File: src/rtl/uart_pkg.sv
// Shared definitions for the UART transmit path.
// Provides the frame length, the baud divisor helper used by both the
// transmit queue and the transmitter (so the two divisors cannot diverge),
// and the state type of the transmit queue pacer.
package uart_pkg;

    // idle + start + 8 data + stop, matching the transmitter's shift register
    localparam int FRAME_BITS = 11;

    typedef enum logic {
        IDLE,
        WAIT
    } uart_txq_state_t;

    // Clock cycles per bit; integer division, truncating like the transmitter.
    function automatic int bit_cycles(input int freq, input int baud);
        return freq / baud;
    endfunction

endpackage

File: src/rtl/uart_tx_queue_if.sv
// Handshake bundle between the CPU store path, the transmit queue and the
// UART transmitter.
//   push_i / data_i          : enqueue request and byte
//   full_o / empty_o         : occupancy flags
//   level_o                  : occupancy count, $clog2(DEPTH+1) bits
//   overflow_o               : sticky, a push was dropped
//   write_o / val_o          : one-cycle write strobe and byte to the transmitter
// master = producer / observer side, slave = the queue itself.
interface uart_tx_queue_if #(
    parameter int DEPTH = 16
);
    localparam int LEVEL_W = $clog2(DEPTH + 1);

    logic               push_i;
    logic [7:0]         data_i;
    logic               full_o;
    logic               empty_o;
    logic [LEVEL_W-1:0] level_o;
    logic               overflow_o;
    logic               write_o;
    logic [7:0]         val_o;

    modport master (
        output push_i, data_i,
        input  full_o, empty_o, level_o, overflow_o, write_o, val_o
    );

    modport slave (
        input  push_i, data_i,
        output full_o, empty_o, level_o, overflow_o, write_o, val_o
    );

endinterface

File: src/rtl/sync_fifo.sv
// Single-clock circular-buffer FIFO with a separate level counter.
// Ports:
//   clk_i, rst_i        : clock, synchronous active-high reset
//   push_i, data_i      : enqueue request and data
//   pop_i               : dequeue the head; caller only pops when non-empty
//   accept_o            : the push in this cycle is taken
//   head_o              : current head entry (combinational read)
//   full_o, empty_o     : occupancy flags
//   level_o             : current occupancy
module sync_fifo #(
    parameter int WIDTH = 8,
    parameter int DEPTH = 16
) (
    input  logic                         clk_i,
    input  logic                         rst_i,
    input  logic                         push_i,
    input  logic [WIDTH-1:0]             data_i,
    input  logic                         pop_i,
    output logic                         accept_o,
    output logic [WIDTH-1:0]             head_o,
    output logic                         full_o,
    output logic                         empty_o,
    output logic [$clog2(DEPTH+1)-1:0]   level_o
);
    localparam int PTR_W   = $clog2(DEPTH);
    localparam int LEVEL_W = $clog2(DEPTH + 1);
    localparam logic [LEVEL_W-1:0] FULL_LEVEL = LEVEL_W'(DEPTH);

    logic [WIDTH-1:0]   mem [DEPTH];
    logic [PTR_W-1:0]   wr_ptr;
    logic [PTR_W-1:0]   rd_ptr;
    logic [LEVEL_W-1:0] level;

    // A pop in the same cycle frees the slot the push needs, even when full.
    assign accept_o = push_i && (!full_o || pop_i);
    assign head_o   = mem[rd_ptr];
    assign full_o   = (level == FULL_LEVEL);
    assign empty_o  = (level == '0);
    assign level_o  = level;

    // Storage is not reset; only entries below the level are ever read.
    always_ff @(posedge clk_i) begin
        if (!rst_i && accept_o) begin
            mem[wr_ptr] <= data_i;
        end
    end

    // Pointers wrap naturally because DEPTH is a power of two.
    always_ff @(posedge clk_i) begin
        if (rst_i) begin
            wr_ptr <= '0;
            rd_ptr <= '0;
            level  <= '0;
        end else begin
            if (accept_o) begin
                wr_ptr <= wr_ptr + 1'b1;
            end
            if (pop_i) begin
                rd_ptr <= rd_ptr + 1'b1;
            end
            case ({accept_o, pop_i})
                2'b10:   level <= level + 1'b1;
                2'b01:   level <= level - 1'b1;
                default: level <= level;
            endcase
        end
    end

endmodule

File: src/rtl/uart_tx_queue.sv
// Byte queue and pacer feeding a UART transmitter that has no busy output.
// Bytes pushed by the CPU are buffered and handed to the transmitter one at
// a time, spaced a full frame apart so an in-flight frame is never overwritten.
// Ports:
//   clk_i, rst_i : clock, synchronous active-high reset (shared with the transmitter)
//   bus          : slave side of uart_tx_queue_if (push/data in; flags, level,
//                  overflow, write strobe and byte out)
module uart_tx_queue
    import uart_pkg::*;
#(
    parameter int FREQ  = 27000000,
    parameter int BAUD  = 115200,
    parameter int DEPTH = 16
) (
    input  logic            clk_i,
    input  logic            rst_i,
    uart_tx_queue_if.slave  bus
);
    localparam int BIT_CYCLES = bit_cycles(FREQ, BAUD);
    localparam int GAP_CYCLES = FRAME_BITS * BIT_CYCLES;
    localparam int CNT_W      = $clog2(GAP_CYCLES);

    generate
        if (GAP_CYCLES < 2) begin : g_gap_check
            $error("uart_tx_queue: GAP_CYCLES must be at least 2");
        end
        if (DEPTH < 2 || (DEPTH & (DEPTH - 1)) != 0) begin : g_depth_check
            $error("uart_tx_queue: DEPTH must be a power of two, at least 2");
        end
    endgenerate

    uart_txq_state_t  state;
    logic [CNT_W-1:0] gap_cnt;
    logic             write_r;
    logic [7:0]       val_r;
    logic             overflow_r;

    logic             fifo_empty;
    logic             push_ok;
    logic [7:0]       head;
    logic             pop;

    // The head is popped on the very edge that raises write_o.
    assign pop = (state == IDLE) && !fifo_empty;

    sync_fifo #(
        .WIDTH (8),
        .DEPTH (DEPTH)
    ) u_fifo (
        .clk_i    (clk_i),
        .rst_i    (rst_i),
        .push_i   (bus.push_i),
        .data_i   (bus.data_i),
        .pop_i    (pop),
        .accept_o (push_ok),
        .head_o   (head),
        .full_o   (bus.full_o),
        .empty_o  (fifo_empty),
        .level_o  (bus.level_o)
    );

    assign bus.empty_o    = fifo_empty;
    assign bus.write_o    = write_r;
    assign bus.val_o      = val_r;
    assign bus.overflow_o = overflow_r;

    // Pacer: issue a byte from IDLE, then sit in WAIT so that the next issue
    // lands exactly GAP_CYCLES edges later. The counter is loaded with
    // GAP_CYCLES-2 because the issue edge and the WAIT->IDLE edge each
    // account for one of the gap cycles.
    always_ff @(posedge clk_i) begin
        if (rst_i) begin
            state      <= IDLE;
            gap_cnt    <= '0;
            write_r    <= 1'b0;
            val_r      <= '0;
            overflow_r <= 1'b0;
        end else begin
            write_r <= 1'b0;
            if (bus.push_i && !push_ok) begin
                overflow_r <= 1'b1;
            end
            case (state)
                IDLE: begin
                    if (pop) begin
                        write_r <= 1'b1;
                        val_r   <= head;
                        gap_cnt <= CNT_W'(GAP_CYCLES - 2);
                        state   <= WAIT;
                    end
                end
                WAIT: begin
                    if (gap_cnt == '0) begin
                        state <= IDLE;
                    end else begin
                        gap_cnt <= gap_cnt - 1'b1;
                    end
                end
            endcase
        end
    end

endmodule
File: src/flat_wrapper.sv
// flat-port wrapper written by rule: the top's interface ports become plain ports
module uart_tx_queue_flat import uart_pkg::*;
#(
    parameter int FREQ  = 27000000,
    parameter int BAUD  = 115200,
    parameter int DEPTH = 16
)
  (clk_i, rst_i, bus_push_i, bus_data_i, bus_full_o, bus_empty_o, bus_level_o, bus_overflow_o, bus_write_o, bus_val_o);
  uart_tx_queue_if #(.DEPTH(DEPTH)) bus_i ();
  input  logic clk_i;
  input  logic rst_i;
  input wire logic [$bits(bus_i.push_i)-1:0] bus_push_i;
  input wire logic [$bits(bus_i.data_i)-1:0] bus_data_i;
  output wire logic [$bits(bus_i.full_o)-1:0] bus_full_o;
  output wire logic [$bits(bus_i.empty_o)-1:0] bus_empty_o;
  output wire logic [$bits(bus_i.level_o)-1:0] bus_level_o;
  output wire logic [$bits(bus_i.overflow_o)-1:0] bus_overflow_o;
  output wire logic [$bits(bus_i.write_o)-1:0] bus_write_o;
  output wire logic [$bits(bus_i.val_o)-1:0] bus_val_o;
  assign bus_i.push_i = bus_push_i;
  assign bus_i.data_i = bus_data_i;
  assign bus_full_o = bus_i.full_o;
  assign bus_empty_o = bus_i.empty_o;
  assign bus_level_o = bus_i.level_o;
  assign bus_overflow_o = bus_i.overflow_o;
  assign bus_write_o = bus_i.write_o;
  assign bus_val_o = bus_i.val_o;
  uart_tx_queue #(.FREQ(FREQ), .BAUD(BAUD), .DEPTH(DEPTH)) u_core (.clk_i(clk_i), .rst_i(rst_i), .bus(bus_i));
endmodule
File: config.mk
export PLATFORM = sky130hd
export DESIGN_NAME = uart_tx_queue_flat
export DESIGN_NICKNAME = d
export VERILOG_FILES = /design/src/rtl/uart_pkg.sv /design/src/rtl/uart_tx_queue_if.sv /design/src/rtl/sync_fifo.sv /design/src/rtl/uart_tx_queue.sv /design/src/flat_wrapper.sv
export SDC_FILE = /design/constraint.sdc
export NUM_CORES = 1
export LEC_CHECK = 0
export CELL_PAD_IN_SITES_DETAIL_PLACEMENT = 0
export CELL_PAD_IN_SITES_GLOBAL_PLACEMENT = 1
export CORE_AREA = 2 2 133 109
export CTS_CLUSTER_DIAMETER = 50
export DETAILED_ROUTE_END_ITERATION = 6
export DIE_AREA = 0 0 135 111
export PLACE_DENSITY = 0.87
export SYNTH_ARGS = -nofsm -noshare
export SYNTH_HDL_FRONTEND = slang
export SYNTH_HIERARCHICAL = 1
export SYNTH_SLANG_ARGS = --single-unit
File: constraint.sdc
create_clock -name clk_i -period 3.87 [get_ports clk_i]
set_clock_uncertainty 0.2 [all_clocks]
set_input_delay 0.774 -clock clk_i [delete_from_list [all_inputs] [get_ports clk_i]]
set_output_delay 0.774 -clock clk_i [all_outputs]
set_load 0.005 [all_outputs]
==> impl_metrics.json <==
{
  "post-place-ws_ns": 0.390,
  "crit_path_top_delay_cell": "or4_4",
  "drtIter0Drc": 446,
  "grt_pass1_vias": 3843,
  "gp_congestion": 0.779,
  "syn-mean-instance-area_um2": 16.7,
  "drive_gt1_share_pct": 19.0,
  "dp_hpwl_um": 8630,
  "grt_max_degree": 39,
  "grt_pass1_wl_um": 22000,
  "fp.dieW_um": 135,
  "synth_nets": 437,
  "crit_arrival_ns": 3.63,
  "setup_viol": 0,
  "r2r_cells": 11,
  "fin_crit_ns": 3.49,
  "cts_resized": 0,
  "timing.setup.tns_ns": 0,
  "rsz0062_at_grt": "no",
  "switching_power_mw": 1.74,
  "finalWirelength_um": 14100,
  "synth_cells": 415,
  "cts_buffer_depth": 2,
  "hold-path-cell-count": 2,
  "synth-edff-count": 128,
  "synth-seq-cells": 168,
  "final_cell_mix": "edfxtp_1 (128), dfxtp_1 (39), nor2_1 (34)",
  "cp.depth": 11,
  "critPathMaxStageDelay_ns": 0.64,
  "ant_nets": 0,
  "synthArstFlopShare_pct": 0,
  "viasPerCell": 5.88,
  "p_per_area_nw_per_um2": 698,
  "htreeDepth": 4,
  "postCtsSetupRepairBufs": 0,
  "finish.utilization_pct": 56.9,
  "yosysWarnings": 6,
  "slew_headroom_pct": 27.2,
  "clock-root-buffer": "clkbuf_16",
  "crit_chain": "or4_4 > nor2_1 > or2_2 > inv_1 > nand2b_1 > inv_2 > fa_1 > a21o_1 > a21o_1 > mux2i_1 > a211oi_1",
  "path_common_cell": "a21o_1",
  "cp_data_required_time_ns": 4.02,
  "antennaDiodeCount": 0,
  "synth_compound_area_share_pct": 4.81,
  "worstMarginPinSlew_ns": 1.08,
  "cts_hold_buf": 0,
  "hp-class": "reg2reg",
  "core_um2": 13900,
  "fmax_ghz": 0.287,
  "clockPowerShare_pct": 28.7,
  "start_util_pct": 50.2,
  "hold_viol_final": 0,
  "switching_share_pct": 31.6,
  "irDropWorstVdd_mv": 0.407,
  "synth_top_family_by_area": "multiplexers",
  "fillCellCount": 1059,
  "synthMuxAreaShare_pct": 14.8,
  "insertion_delay_ns": 0.43,
  "synth_xor_area_share_pct": 0.882,
  "maxSlewViolCount": 0,
  "cap_viol_max_count": 0,
  "worstPathMaxFanout": 17,
  "place_area_um2": 7340,
  "layout_commonest_cell": "edfxtp_1",
  "core.rowCount": 39,
  "power_mw": 5.51,
  "synth_area_um2": 6950,
  "seq_power_share_pct": 41.6,
  "io_pins": 28,
  "antenna_found_initial": 0,
  "io_buffers": 27,
  "wire_per_inst_um": 21.9,
  "overflow": 0,
  "p_comb_share_pct": 29.7,
  "run_status": "finished clean",
  "cts_tree": "built",
  "num_vias": 3781,
  "final_nets": 468,
  "yosysSeqAreaShare_pct": 66.8,
  "area_delta_synth_final_pct": 13.5,
  "critPathLaunchType": "register",
  "critical_path_class": "reg2reg",
  "die_h_um": 111,
  "drc": 0,
  "dieArea_um2": 15000,
  "worstPathBufferInverterCount": 2,
  "critical-path-top-delay-family": "simple AND/OR/NAND/NOR gates",
  "numCtsBuffers": 17,
  "clkTransAtPathRegs_ns": 0.07,
  "period_share_pct": 90.1,
  "drtPass1Iterations": 5,
  "synth_fa_ha_area_share_pct": 2.09,
  "leakage_nw": 2.57,
  "intPower_mw": 3.77,
  "track_usage_pct": 20.4,
  "clkSinkCount": 168,
  "design_area_um2": 7890,
  "synth_simple_gate_area_share_pct": 7.70,
  "synth_ff_type": "edfxtp_1",
  "ys_types": 55,
  "fin_ws_ns": 0.383,
  "worst_setup_path_end_kind": "register"
}
-- Yosys cell counts, types with 2 or more instances --
library cell	n	share of area, %
nand3_2	3	0.43
nor2_1	34	1.8
mux4_2	29	9.4
o32ai_1	2	0.25
ha_1	10	1.8
nor4_1	6	0.54
nand3_1	7	0.50
or2_2	2	0.18
xor2_1	4	0.50
a21oi_1	18	1.3
mux2_2	3	0.49
or3b_2	2	0.25
or4_1	2	0.22
edfxtp_1	128	55
mux4_1	11	4.2
a211oi_1	5	0.54
a311oi_1	3	0.38
inv_1	11	0.59
nor3b_1	2	0.22
mux2i_1	5	0.72
clkbuf_1	7	0.38
xnor2_1	3	0.38
and3_1	3	0.27
a211o_1	2	0.25
buf_6	9	1.5
or3_4	2	0.32
nor3_1	2	0.14
nor2b_1	2	0.18
or4_4	2	0.32
dfxtp_1	40	12
nand2_1	26	1.4
o21ai_0	3	0.22
buf_1	3	0.16
nand3b_1	2	0.22
a21o_1	2	0.22
-- area by class of cell --
| class | instances | area [um2] | share of cell area (%) |
|---|---|---|---|
| Clock inverter | 14 | 123 | 1.55 |
| Inverter | 12 | 45.0 | 0.571 |
| Timing Repair Buffer | 33 | 315 | 4.00 |
| Multi-Input combinational cell | 214 | 2100 | 26.6 |
| Clock buffer | 18 | 429 | 5.44 |
| Sequential cell | 168 | 4650 | 58.9 |
| Tap cell | 184 | 230 | 2.92 |
-- sequential cells by signal (all words and copies together) (netlist names), named ones only --
register and cells:
u_core/u_fifo/level_o 5, u_core/state 1, u_core/u_fifo/wr_ptr 4, u_core/bus.write_o 1, u_core/gap_cnt 12, u_core/u_fifo/rd_ptr 4
u_core/bus.val_o 8, u_core/bus.overflow_o 1, u_core/u_fifo/mem 128
-- power by group through the flow --
stage          Sequential, mW  Clock, mW  Combinational (mW)
6_report                 2.29       1.58                1.64
3_3_place_gp             2.31          0                1.56
2_1_floorplan            2.25          0                1.26
4_1_cts                  2.29       1.60                1.64
3_5_place_dp             2.33          0                1.61
5_1_grt                  2.32       1.67                1.78
-- cell families after synthesis --
family,count (synthesis)
compound gates,45
xor+xnor,7
fa+ha+maj,11
buf+inv,33
flops,168
mux,48
simple gates,103
-- metal layers --
layer	track usage (%)	up-vias	wire length (um)
li1	-	1695	-
met1	26.8	1935	6050
met2	32.5	137	6910
met3	6.68	14	956
met4	6.18	0	177
met5	0	-	0
-- tightest hold or removal path: stages, from the launching register on --
cell and delay (ns):
dfxtp_1 0.31, nand2_1 0.05, a21oi_1 0.05
-- stage by stage --
step	std cells	hold slack, ns
after floorplan	415	0.253
after global placement	611	0.248
after detailed placement	611	0.251
after CTS	643	0.260
after global routing	643	0.289
final	643	0.259
-- worst paths after layout --
| path | start | slack, ns | end |
|---|---|---|---|
| min | u_core/bus.val_o[0] | 0.26 | u_core/bus.val_o[0] |
| max reg2reg | u_core/u_fifo/level_o[0] | 0.38 | u_core/u_fifo/level_o[4] |
| min reg2reg | u_core/bus.val_o[0] | 0.26 | u_core/bus.val_o[0] |
| max | u_core/u_fifo/level_o[0] | 0.38 | u_core/u_fifo/level_o[4] |
Power figures use the tool's default switching activity.
